==> src/rtl/fifo_sync_v2.sv <==
// Synchronous FIFO with extended pointers, show-ahead read, occupancy count and programmable thresholds.
// Optional sticky overflow/underflow flags are built only when FIFO_ERROR_FLAGS_EN is defined.
module fifo_sync_v2 #(
    parameter int DATA_WIDTH = 16,
    parameter int ADDR_WIDTH = 5
) (
    input  logic                  clk_i,
    input  logic                  reset_i,
    input  logic                  flush_i,
    input  logic [DATA_WIDTH-1:0] write_data_i,
    input  logic                  write_enable_i,
    output logic                  write_ready_o,
    input  logic                  read_enable_i,
    output logic [DATA_WIDTH-1:0] read_data_o,
    output logic                  read_valid_o,
    input  logic [ADDR_WIDTH:0]   almost_empty_level_i,
    input  logic [ADDR_WIDTH:0]   almost_full_level_i,
    output logic [ADDR_WIDTH:0]   count_o,
    output logic                  fifo_empty_o,
    output logic                  fifo_almost_empty_o,
    output logic                  fifo_almost_full_o,
    output logic                  fifo_full_o,
    output logic                  overflow_o,
    output logic                  underflow_o
);

    localparam int DEPTH = 1 << ADDR_WIDTH;
    localparam logic [ADDR_WIDTH:0] PTR_ONE = 1;

    logic [DATA_WIDTH-1:0] r_mem [0:DEPTH-1];

    // Declaration initialisers give power-up values identical to the reset values.
    logic [ADDR_WIDTH:0] r_wr_ptr       = '0;
    logic [ADDR_WIDTH:0] r_rd_ptr       = '0;
    logic [ADDR_WIDTH:0] r_count        = '0;
    logic                r_write_ready  = 1'b1;
    logic                r_read_valid   = 1'b0;
    logic                r_empty        = 1'b1;
    logic                r_full         = 1'b0;
    logic                r_almost_empty = 1'b1;
    logic                r_almost_full  = 1'b0;

    logic                w_push;
    logic                w_pop;
    logic [ADDR_WIDTH:0] w_wr_ptr_next;
    logic [ADDR_WIDTH:0] w_rd_ptr_next;
    logic [ADDR_WIDTH:0] w_count_next;
    logic                w_empty_next;
    logic                w_full_next;

    // Acceptance uses the registered ready/valid, so a full FIFO never takes a push
    // even when a pop happens in the same cycle.
    assign w_push = write_enable_i && r_write_ready && !flush_i;
    assign w_pop  = read_enable_i  && r_read_valid  && !flush_i;

    // NOTE: every signal written in always_comb gets a default first so no latch is inferred.
    always_comb begin
        w_wr_ptr_next = r_wr_ptr;
        w_rd_ptr_next = r_rd_ptr;
        if (flush_i) begin
            w_wr_ptr_next = '0;
            w_rd_ptr_next = '0;
        end else begin
            if (w_push) w_wr_ptr_next = r_wr_ptr + PTR_ONE;
            if (w_pop)  w_rd_ptr_next = r_rd_ptr + PTR_ONE;
        end
        w_count_next = w_wr_ptr_next - w_rd_ptr_next;
        w_empty_next = (w_wr_ptr_next == w_rd_ptr_next);
        w_full_next  = (w_wr_ptr_next[ADDR_WIDTH] != w_rd_ptr_next[ADDR_WIDTH]) &&
                       (w_wr_ptr_next[ADDR_WIDTH-1:0] == w_rd_ptr_next[ADDR_WIDTH-1:0]);
    end

    // NOTE: sequential state uses non-blocking assignments so all registers update together.
    always_ff @(posedge clk_i) begin
        if (reset_i) begin
            r_wr_ptr       <= '0;
            r_rd_ptr       <= '0;
            r_count        <= '0;
            r_write_ready  <= 1'b1;
            r_read_valid   <= 1'b0;
            r_empty        <= 1'b1;
            r_full         <= 1'b0;
            r_almost_empty <= 1'b1;
            r_almost_full  <= 1'b0;
        end else begin
            r_wr_ptr       <= w_wr_ptr_next;
            r_rd_ptr       <= w_rd_ptr_next;
            r_count        <= w_count_next;
            r_write_ready  <= !w_full_next;
            r_read_valid   <= !w_empty_next;
            r_empty        <= w_empty_next;
            r_full         <= w_full_next;
            r_almost_empty <= (w_count_next <= almost_empty_level_i);
            r_almost_full  <= (w_count_next >= almost_full_level_i);
        end
    end

    // NOTE: storage has no reset; stale contents are unreachable once the pointers are cleared.
    always_ff @(posedge clk_i) begin
        if (w_push) r_mem[r_wr_ptr[ADDR_WIDTH-1:0]] <= write_data_i;
    end

    assign read_data_o         = r_mem[r_rd_ptr[ADDR_WIDTH-1:0]];
    assign write_ready_o       = r_write_ready;
    assign read_valid_o        = r_read_valid;
    assign count_o             = r_count;
    assign fifo_empty_o        = r_empty;
    assign fifo_full_o         = r_full;
    assign fifo_almost_empty_o = r_almost_empty;
    assign fifo_almost_full_o  = r_almost_full;

`ifdef FIFO_ERROR_FLAGS_EN
    logic r_overflow  = 1'b0;
    logic r_underflow = 1'b0;

    // Only reset clears the error flags; flush leaves them untouched.
    always_ff @(posedge clk_i) begin
        if (reset_i) begin
            r_overflow  <= 1'b0;
            r_underflow <= 1'b0;
        end else begin
            if (write_enable_i && !r_write_ready && !flush_i) r_overflow  <= 1'b1;
            if (read_enable_i  && !r_read_valid  && !flush_i) r_underflow <= 1'b1;
        end
    end

    assign overflow_o  = r_overflow;
    assign underflow_o = r_underflow;
`else
    assign overflow_o  = 1'b0;
    assign underflow_o = 1'b0;
`endif

endmodule

==> config.mk <==
export PLATFORM = sky130hd
export DESIGN_NAME = fifo_sync_v2
export DESIGN_NICKNAME = d
export VERILOG_FILES = /design/src/rtl/fifo_sync_v2.sv
export SDC_FILE = /design/constraint.sdc
export NUM_CORES = 1
export LEC_CHECK = 0
export ABC_AREA = 1
export CELL_PAD_IN_SITES_DETAIL_PLACEMENT = 1
export CELL_PAD_IN_SITES_GLOBAL_PLACEMENT = 1
export CORE_MARGIN = 3
export CORE_UTILIZATION = 38
export DETAILED_ROUTE_END_ITERATION = 10
export PLACE_DENSITY = 0.66
export SLEW_MARGIN = 40
export SYNTH_ARGS = -nofsm -noshare
export SYNTH_HDL_FRONTEND = slang
export SYNTH_SLANG_ARGS = --single-unit
==> constraint.sdc <==
create_clock -name clk_i -period 7.45 [get_ports clk_i]
set_clock_uncertainty 0.15 [all_clocks]
set_input_delay 0.745 -clock clk_i [delete_from_list [all_inputs] [get_ports clk_i]]
set_output_delay 0.745 -clock clk_i [all_outputs]
set_load 0.03 [all_outputs]
== Yosys cells after proc, flatten, opt, wreduce, memory -nomap -nowiden ==
Memory sizes are Yosys's and may differ from the RTL's. A register that Yosys moved wholly into a read port is not among the register bits.
Cells that the tools add are included.

* Register bits after elaboration: 24
* Output and inout port bits: 30
* Bits of input ports: 33
* Logic and storage cells: 33
* Memory bits (writable): 512
* Memories: 1

{| class="wikitable"
|+ Memories
! memory !! depth !! width !! rd ports !! clocked after memory_dff !! wr ports !! line !! source
|-
| r_mem || 32 || 16 || 1 || 1 || 1 || 30 || <nowiki>logic [DATA_WIDTH-1:0] r_mem [0:DEPTH-1];</nowiki>
|}

* Reduce and logical (&&, ||, !) cells: 8
* Add/sub/neg operators: 3
* Eq/ne operators: 3
* Magnitude comparators: 2
* Muxes and demuxes: 7

{| class="wikitable"
|+ Operators by type and width
! cell !! number
|-
| $mux W6 || 4
|-
| $add A6 B1 Y6 const B || 2
|-
| $eq A6 B6 Y1 || 1
|-
| $ge A6 B6 Y1 || 1
|-
| $le A6 B6 Y1 || 1
|-
| $sub A6 B6 Y6 || 1
|-
| $eq A5 B5 Y1 || 1
|-
| $logic_and A1 B1 Y1 || 5
|-
| $mux W5 || 1
|-
| $logic_not A1 Y1 || 3
|-
| $mux W1 || 2
|-
| $ne A1 B1 Y1 || 1
|}

== Depth between registers and ports, before layout ==
* Depth in word-level cells: 7
* Depth in mapped cells: 25
* Mapped depth without buffers: 25

== Worst setup path after synthesis ==
No wires, ideal clock.

* Kind: input-to-reg
* Start: input port flush_i
* End: register r_almost_empty, in the netlist fifo_almost_empty_o
* Slack: 3996 ps
* Buffers on the path: 0
* Data arrival time: 3178 ps
* Data required time: 7174 ps
* Setup time: 126 ps
* Stages on the path: 23
* Cells stage by stage: inv_2 nand3_2 inv_2 nand2_2 nor2_2 inv_1 o21ai_1 o21ai_0 nand2_1 inv_1 ha_1 a21oi_1 o21ai_0 nor2_1 nand3_1 nand2_1 inv_1 ha_1 nand2_1 nor2_1 o21ai_0 o211ai_1 nand3_1

* Longest elaborated chain between the ends: 6
* Elaborated cells between the ends (all ways): 9
* Those cells by class: 1 x add/sub; 1 x order compare; 4 x mux; 3 x reduce/logical

{| class="wikitable"
|+ RTL lines
! element !! line !! source
|-
| start: declaration || 9 || <nowiki>input logic flush_i,</nowiki>
|-
| $logic_not A1 Y1 || 53 || <nowiki>assign w_push = write_enable_i && r_write_ready && !flush_i;</nowiki>
|-
| $logic_and A1 B1 Y1 || 53 ||
|-
| $mux W6 || 64 || <nowiki>if (w_push) w_wr_ptr_next = r_wr_ptr + PTR_ONE;</nowiki>
|-
| $mux W6 * || 60 || <nowiki>if (flush_i) begin</nowiki>
|-
| named net w_wr_ptr_next[4] || 45 || <nowiki>logic [ADDR_WIDTH:0] w_wr_ptr_next;</nowiki>
|-
| $sub A6 B6 Y6 * || 67 || <nowiki>w_count_next = w_wr_ptr_next - w_rd_ptr_next;</nowiki>
|-
| named net w_count_next[5] || 47 || <nowiki>logic [ADDR_WIDTH:0] w_count_next;</nowiki>
|-
| $le A6 B6 Y1 * || 93 || <nowiki>r_almost_empty <= (w_count_next <= almost_empty_level_i);</nowiki>
|-
| end signal: assignment || 93 ||
|-
| end: declaration || 40 || <nowiki>logic r_almost_empty = 1'b1;</nowiki>
|}

Mark *: on every way through the listed nets, which the timed path passes. The rest lies on a longest branch.
A chain may end at the register's enable or synchronous reset.

==> flow_summary.toml <==
[pwr]
p_total_uw = 6280
vdd_ir_drop_max_mv = 0.176
p_per_area_mw_per_mm2 = 250
leakage_uw = 0.00866

[synth]
synth_top_cell_by_area = "edfxtp_1"
synth-edff-count = 512
synth.distinct_cells = 35
ys.flop_type = "edfxtp_1"
synth_top_cells_by_area = "edfxtp_1, nand2_1, nor2_1"
synthCells = 1755
yosysMostFrequentCell = "edfxtp_1"
avgSynthCellArea_sq_um = 12.5
synth_seq_cells = 536
synth-seq-area-share_pct = 72.5
synthArstFlopShare_pct = 0
synth_top_area_share_pct = 70.3
ys_warn_count = 0
ys_top_cells_by_count = "edfxtp_1, nand2_1, nor2_1"
syn-cell-area_sq_mm = 0.0219

[clock_tree]
postCtsSetupBuffers = 0
clk_latency_ns = 0.60
ctsHoldBuffers = 0
cts_made_buffers = 56
cts_root_buffer = "clkbuf_16"
cts_max_level = 2
cts_resized = 0
cts_tree = "done"
clk_pin_slew_ns = 0.06
numClockSinks = 536
clk_path_buf_depth = 3

[worst_setup_path]
cp-start-kind = "flop"
worst-path-buf-inv = 3
endpoint_kind = "output pin"
cp_common_cell = "nand2_1"
crit_slowest_cell = "clkdlybuf4s50_1"
path_cells = "buf_6 -> nand2_2 -> buf_4 -> a21oi_1 -> nor2_1 -> nand2_1 -> nand3_1 -> nand2_1 -> clkdlybuf4s50_1"
path_max_fanout = 68
arrival_ns = 4.22
worstPathRequired_ns = 6.55
max_stage_delay_ns = 0.70
critPathKind = "flop to output pin"
critPathTopFamily = "buffers and inverters"

[sta]
tightest_slew_ns = 0.816
max_freq_mhz = 196
period_share_pct = 68.6
rsz0062_at_grt = "no"
hold_viol = 0
maxSlewHeadroom_pct = 45.5
setup_tns_ns = 0
setup_violations = 0
timing.final.crit_period_ns = 5.11
maxSlewViolCount = 0

[die]
die_w_microns = 246
die_area_sq_mm = 0.0605
row_count = 87
core_area_sq_mm = 0.0567
ioPinCount = 63
die_h_microns = 246
start_util_pct = 38.6

[worst_hold_path]
hold_class = "flop to flop"

[layout]
utilization_pct = 44.3
fin_nets = 1886
num-fill-cells = 5907
drive_gt1_share_pct = 8.16
fin_cells = 2631
area_growth_pct = 14.9

[global_routing]
grt_max_degree = 165
grtUsageTotal_pct = 20.2
first_global_vias = 15100
antenna_found_initial = 1
overflow = 0
grt_first_pass_wirelength_microns = 91700

[placement]
numPortBuffers = 60
placed_cells = 2527
gp_congestion = 0.810
place_hpwl_microns = 35100

[route]
via_per_inst = 5.37
vias = 14100
post_drt_wl_per_cell_microns = 23.1
drtAntennaViolNets = 0
dr.pass1.iters = 5
drt_iter0_drc = 1185
drc = 0
routed_wl_microns = 60900

[run]
cap_violations = 0

[run_status]
outcome = "finished clean"
-- metal layers --
layer / vias up / GRT usage [%] / part of all wire, %
met5: - / 0 / 0
met4: 0 / 6.76 / 2.7
met3: 89 / 3.33 / 5.5
met2: 366 / 33.6 / 48
met1: 7254 / 26.9 / 44
li1: 6423 / - / -
-- final timing paths --
check	startpoint	cells after the start	slack [ns]	endpoint
min reg2reg	r_rd_ptr[5]	4	0.47	r_rd_ptr[5]
min	r_rd_ptr[5]	4	0.47	r_rd_ptr[5]
max	r_rd_ptr[1]	9	2.34	read_data_o[11]
max reg2reg	r_rd_ptr[4]	16	3.22	fifo_almost_empty_o
-- tightest hold or removal path: cells and delay by family (launching register included) --
kind                   cells  cell delay (ns)
DFF                        1             0.32
and+or+nand+nor            3             0.20
buffers and inverters      1             0.06
-- cell type report --
type,instances,area (sq um),share of cell area [%]
Sequential cell,536,15900,63.1
Multi-Input combinational cell,1071,5300,21.1
Clock buffer,75,1490,5.95
Timing Repair Buffer,115,1060,4.21
Tap cell,756,946,3.76
Clock inverter,27,270,1.08
Inverter,50,193,0.767
Antenna cell,1,2.50,0.00996
-- power by group --
group          switching [uW]  internal (uW)  total, uW  leakage, uW
registers                5.31           3310       3310      0.00480
logic                     181           79.3        261      0.00301
clock network            1160           1550       2710     0.000846
total                    1350           4930       6280      0.00866
-- state kept, by name, summed over array words and instances (netlist names) --
signal               cells
count_o                  6
fifo_almost_empty_o      1
fifo_almost_full_o       1
fifo_empty_o             1
fifo_full_o              1
r_mem                  512
r_rd_ptr                 6
r_wr_ptr                 6
read_valid_o             1
write_ready_o            1
-- per-stage QoR --
step / area (sq um) / hold slack [ns] / worst slack [ns]
2_1_floorplan: 21900 / 0.409 / 4.00
3_3_place_gp: 23300 / 0.434 / 2.61
3_5_place_dp: 23300 / 0.453 / 2.46
4_1_cts: 25100 / 0.464 / 1.98
5_1_grt: 25100 / 0.524 / 2.11
6_report: 25100 / 0.465 / 2.34
-- placed cells by master (no fill, tap or decap), types with 4 or more instances in the layout --
master | synthesis | routed
a21oi_1 | 76 | 76
buf_2 | 21 | 5
buf_4 | 11 | 48
bufinv_16 | 0 | 4
clkbuf_1 | 39 | 18
clkbuf_16 | 0 | 57
clkdlybuf4s50_1 | 0 | 55
clkinv_1 | 1 | 11
clkinv_2 | 0 | 7
dfxtp_1 | 24 | 21
edfxtp_1 | 512 | 512
ha_1 | 22 | 22
inv_1 | 44 | 43
inv_2 | 5 | 5
mux2i_1 | 64 | 64
nand2_1 | 314 | 312
nand3_1 | 46 | 46
nand4_1 | 4 | 4
nor2_1 | 252 | 251
nor3_1 | 8 | 7
o21ai_0 | 153 | 153
o21ai_1 | 50 | 50
o22ai_1 | 64 | 64
-- kinds of logic after synthesis --
family,after synthesis,synth area share [%]
XOR/XNOR,2,0.0801
other,1,0.0171
multiplexers,64,2.93
AO/OA/AOI/OAI,348,8.39
flip-flops,536,72.5
adder cells (fa/ha/maj),23,1.35
AND/OR/NAND/NOR,632,11.3
buffers and inverters,149,3.39
No activity file was read; power rests on OpenSTA's default activity.
